==> src/rtl/mx8_rr_sched_pkg.sv <==
// Shared constants and state encoding for the 8-way round-robin mux scheduler.
package mx8_rr_sched_pkg;

  localparam int NREQ = 8;
  localparam int SELW = 3;

  typedef enum logic {
    IDLE = 1'b0,
    BUSY = 1'b1
  } state_t;

endpackage

==> src/rtl/mx8.sv <==
// Existing 1-bit 8-to-1 mux datapath; {s2,s1,s0} selects a..h.
module mx8 (
  input  logic a,
  input  logic b,
  input  logic c,
  input  logic d,
  input  logic e,
  input  logic f,
  input  logic g,
  input  logic h,
  input  logic s2,
  input  logic s1,
  input  logic s0,
  output logic y
);

  logic [7:0] ins;

  assign ins = {h, g, f, e, d, c, b, a};
  assign y   = ins[{s2, s1, s0}];

endmodule

==> src/rtl/mx8_rr_sched_pick.sv <==
// Circular first-set search over 8 requests, starting at ptr and wrapping 7->0.
module rr_pick8
  import mx8_rr_sched_pkg::*;
(
  input  logic [NREQ-1:0] req,
  input  logic [SELW-1:0] ptr,
  output logic            any,
  output logic [SELW-1:0] idx
);

  logic [SELW-1:0] k;

  // Scan from the farthest offset back to ptr so the nearest hit is written last.
  always_comb begin
    any = |req;
    idx = ptr;
    k   = ptr;
    for (int i = NREQ - 1; i >= 0; i--) begin
      k = ptr + SELW'(i);
      if (req[k]) idx = k;
    end
  end

endmodule

==> src/rtl/mx8_rr_sched.sv <==
// Round-robin scheduler granting one of 8 requesters up to BURST cycles and steering mx8.
module mx8_rr_sched
  import mx8_rr_sched_pkg::*;
#(
  parameter int BURST = 4,
  parameter int CW    = 3
) (
  input  logic       clk,
  input  logic       reset,
  input  logic [7:0] req,
  input  logic [7:0] d,
  output logic [7:0] gnt,
  output logic [2:0] sel,
  output logic       valid,
  output logic       y
);

  state_t          state;
  logic [CW-1:0]   cnt;
  logic [SELW-1:0] ptr;
  logic [SELW-1:0] pick_ptr;
  logic [SELW-1:0] pick_idx;
  logic            pick_any;
  logic            rel;

  assign rel = ~req[sel] | (cnt == CW'(BURST - 1));

  // While busy the arbiter already sees the post-release pointer, so a
  // release and the next grant happen on the same edge.
  assign pick_ptr = (state == BUSY) ? sel + 3'd1 : ptr;

  rr_pick8 u_pick (
    .req (req),
    .ptr (pick_ptr),
    .any (pick_any),
    .idx (pick_idx)
  );

  always_ff @(posedge clk or posedge reset) begin
    if (reset) begin
      state <= IDLE;
      gnt   <= 8'h00;
      sel   <= 3'd0;
      valid <= 1'b0;
      ptr   <= 3'd0;
      cnt   <= '0;
    end else begin
      case (state)
        IDLE: begin
          if (pick_any) begin
            gnt   <= 8'd1 << pick_idx;
            sel   <= pick_idx;
            valid <= 1'b1;
            cnt   <= '0;
            state <= BUSY;
          end else begin
            gnt   <= 8'h00;
            valid <= 1'b0;
          end
        end
        BUSY: begin
          if (!rel) begin
            cnt <= cnt + 1'b1;
          end else begin
            ptr <= pick_ptr;
            if (pick_any) begin
              gnt   <= 8'd1 << pick_idx;
              sel   <= pick_idx;
              valid <= 1'b1;
              cnt   <= '0;
            end else begin
              gnt   <= 8'h00;
              valid <= 1'b0;
              state <= IDLE;
            end
          end
        end
        default: begin
          state <= IDLE;
          gnt   <= 8'h00;
          valid <= 1'b0;
        end
      endcase
    end
  end

  mx8 u_mx8 (
    .a  (d[0]),
    .b  (d[1]),
    .c  (d[2]),
    .d  (d[3]),
    .e  (d[4]),
    .f  (d[5]),
    .g  (d[6]),
    .h  (d[7]),
    .s2 (sel[2]),
    .s1 (sel[1]),
    .s0 (sel[0]),
    .y  (y)
  );

endmodule

==> config.mk <==
export PLATFORM = sky130hd
export DESIGN_NAME = mx8_rr_sched
export DESIGN_NICKNAME = d
export VERILOG_FILES = /design/src/rtl/mx8_rr_sched_pkg.sv /design/src/rtl/mx8.sv /design/src/rtl/mx8_rr_sched_pick.sv /design/src/rtl/mx8_rr_sched.sv
export SDC_FILE = /design/constraint.sdc
export NUM_CORES = 1
export LEC_CHECK = 0
export CAP_MARGIN = 20
export CORE_MARGIN = 1
export CORE_UTILIZATION = 45
export CTS_BUF_LIST = sky130_fd_sc_hd__clkbuf_4 sky130_fd_sc_hd__clkbuf_8
export DETAILED_ROUTE_END_ITERATION = 6
export HOLD_SLACK_MARGIN = 0.15
export PLACE_DENSITY = 0.69
export SYNTH_ARGS = -nofsm -noshare
export SYNTH_HDL_FRONTEND = slang
export SYNTH_SLANG_ARGS = --single-unit
==> constraint.sdc <==
create_clock -name clk -period 10.8 [get_ports clk]
set_input_delay 2.16 -clock clk [delete_from_list [all_inputs] [get_ports clk]]
set_output_delay 2.16 -clock clk [all_outputs]
set_load 0.01 [all_outputs]
==> metrics.md <==
| Metric | Value |
|---|---|
| Fmax | `169 MHz` |
| Reg-to-Reg Start | `sel[0]` |
| TritonCTS clock tree | `built` |
| Synth Area per Inst | `9.64 µm²` |
| TNS Setup | `0 ps` |
| Tot GR Track Use | `22.2%` |
| Reg2reg path depth | `11` |
| Initial antenna violation count | `0` |
| CP Launch Type | `input port` |
| Setup CP Type | `in2out` |
| Final setup fails | `0` |
| DRC | `0` |
| Max cap viols | `0` |
| Post-Syn Area | `1980 µm²` |
| Area Overhead vs Synth | `16.6%` |
| Share of cells above drive strength 1 | `16.5%` |
| CTS Hold Bufs | `0` |
| Vias in the first global route | `1570` |
| Worst Setup EP | `y` |
| Layout Skew | `6.90 ps` |
| Grt ovf | `0` |
| Root Buffer Master | `clkbuf_8` |
| Critical path endpoint category | `output port` |
| Tcrit/Tclk final | `54.8%` |
| Total clock buffers created by CTS | `3` |
| H-tree depth | `1` |
| Placement row count | `23` |
| WP data arrival | `3750 ps` |
| Type of the tightest min-delay check | `reg2reg` |
| Worst Setup SP | `d[3]` |
| Post-CTS Setup Repair Bufs | `0` |
| DR pass1 iterations | `4` |
| Max clock buf depth | `2` |
| Reg2Reg Setup Slack | `6540 ps` |
| Post-synth top area share | `24.1%` |
| Post-DP HPWL | `3470 µm` |
| Nets | `247` |
| Via count | `1745` |
| Final wirelength | `4660 µm` |
| DRT iter0 DRCs | `115` |
| Post-synth cell types | `54` |
| Later-pin clock latency in the skew report | `260 ps` |
| Worst EP required | `8640 ps` |
| First-pass GRT wire length | `7690 µm` |
| Post-CTS sizing | `0` |
| Warnings from Yosys | `0` |
| # IOs | `31` |
| Slew Limit Headroom | `53.8%` |
| RR Endpoint | `gnt[0]` |
| Most area-consuming cells after synthesis | `dfrtp_1 24%, mux4_2 13%, mux2i_1 7.6%` |
| Final ANT Viol Nets | `0` |
| Slew Viols, Final | `0` |
| Routed vias/inst | `6.37` |
| Min Tclk post-route | `5910 ps` |
| Yosys top cell by area | `dfrtp_1` |
| Max FO, Critical Path | `1` |
| Slew @ Worst Pin | `692 ps` |
| Final Hold Violating Endpoints | `0` |
| Cells after Synth | `205` |
| EDFF count, synth | `0` |
| GPL Wtd Cong | `0.892` |
| Status | `complete, no violations` |
| Core Footprint | `4120 µm²` |
| Die Height | `68.3 µm` |
| PortBufs | `30` |
| Die area | `4660 µm²` |
| Seq cells post-synth | `19` |
| Die X-Extent | `68.3 µm` |
| Clock slew at reported path FFs | `70 ps` |
| Largest net degree at the start of global routing | `20` |
| Initial Util | `48.0%` |
| Synth Flop Type | `dfrtp_1` |
| Clk sinks | `19` |
| WL per Instance | `17.0 µm` |
| Unrepaired setup endpoints after global routing | `false` |
| Seq/Total Area, Yosys | `24.1%` |
| N_diodes | `0` |
| Syn_nets | `227` |
| Asr flop ratio synth | `100%` |
-- final cells by class --
| type | count | area, µm² |
|---|---|---|
| Clock buffer | 3 | 41.3 |
| Clock inverter | 1 | 5.00 |
| Fill cell | 377 | 1810 |
| Inverter | 4 | 15.0 |
| Multi-Input combinational cell | 165 | 1390 |
| Sequential cell | 19 | 475 |
| Tap cell | 50 | 62.6 |
| Timing Repair Buffer | 32 | 315 |
-- through the flow --
| stage | hold slack [ps] | instances | utilization (%) | setup slack (ps) | area [µm²] |
|---|---|---|---|---|---|
| finish | 496 | 274 | 56.0 | 4890 | 2300 |
| global route | 514 | 274 | 56.0 | 4790 | 2300 |
| CTS | 501 | 274 | 56.0 | 4870 | 2300 |
| detailed placement | 485 | 270 | 54.8 | 4870 | 2260 |
| global placement | 482 | 270 | 54.8 | 4900 | 2260 |
| floorplan | 466 | 205 | - | 5750 | 1980 |
-- registers in the layout (all words and copies together) (netlist names) --
register  flops
valid         1
cnt           3
ptr           3
sel           3
state         1
gnt           8
-- cell usage in the layout (no fill, tap or decap), types with 3 or more instances in the layout --
master	synthesis	final
a21oi_1	7	7
nand3_1	9	9
nand2_1	18	18
xnor2_1	4	4
mux2i_1	15	15
nor4_1	3	3
inv_1	3	3
ha_1	4	4
clkdlybuf4s50_1	0	30
a32o_1	10	10
clkbuf_8	0	3
o21ai_0	15	15
dfrtp_1	19	19
nor2_1	9	9
a21boi_0	3	3
mux4_2	11	11
nor3_1	3	3
mux2_2	9	9
and3_1	3	3
-- worst max-delay path, stage by stage --
cell             delay [ps]
clkdlybuf4s50_1         400
mux4_2                  460
mux2_2                  260
clkdlybuf4s50_1         470
-- worst min-delay path by stage --
| stage | from | to | depth (start not counted) |
|---|---|---|---|
| 2_1_floorplan | cnt[0] | cnt[0] | 1 |
| 3_3_place_gp | gnt[2] | gnt[2] | 1 |
| 3_5_place_dp | gnt[2] | gnt[2] | 1 |
| 4_1_cts | gnt[2] | gnt[2] | 1 |
| 5_1_grt | gnt[5] | gnt[5] | 1 |
| 6_report | gnt[4] | gnt[4] | 1 |
-- logic make-up (layout without fill, tap and decap cells) --
kind of cell | count (synthesis) | after routing | share of synthesized area, %
XOR/XNOR | 6 | 6 | 2.66
adder cells (fa/ha/maj) | 4 | 4 | 2.53
AO/OA/AOI/OAI | 58 | 58 | 22.6
buffers and inverters | 21 | 40 | 5.64
AND/OR/NAND/NOR | 61 | 61 | 16.5
flip-flops | 19 | 19 | 24.1
multiplexers | 36 | 36 | 26.0
-- cell usage after synthesis (3+ instances only) --
master,number
a21boi_0,3
nand3_1,9
nor3_1,3
nor4_1,3
clkbuf_1,7
ha_1,4
mux4_2,11
mux2i_1,15
xnor2_1,4
inv_1,3
and3_1,3
nand2_1,18
a21oi_1,7
buf_4,3
buf_2,5
dfrtp_1,19
a32o_1,10
mux2_2,9
nor2_1,9
o21ai_0,15
-- metal layers --
| metal | track usage, % | share of wire [%] |
|---|---|---|
| met5 | 0 | 0 |
| met4 | 6.77 | 1.4 |
| met3 | 3.50 | 6.3 |
| met2 | 35.9 | 47 |
| met1 | 30.2 | 46 |
Power is not shown: default switching activity piles up to over one toggle a cycle in this logic, so the estimate is an artifact.
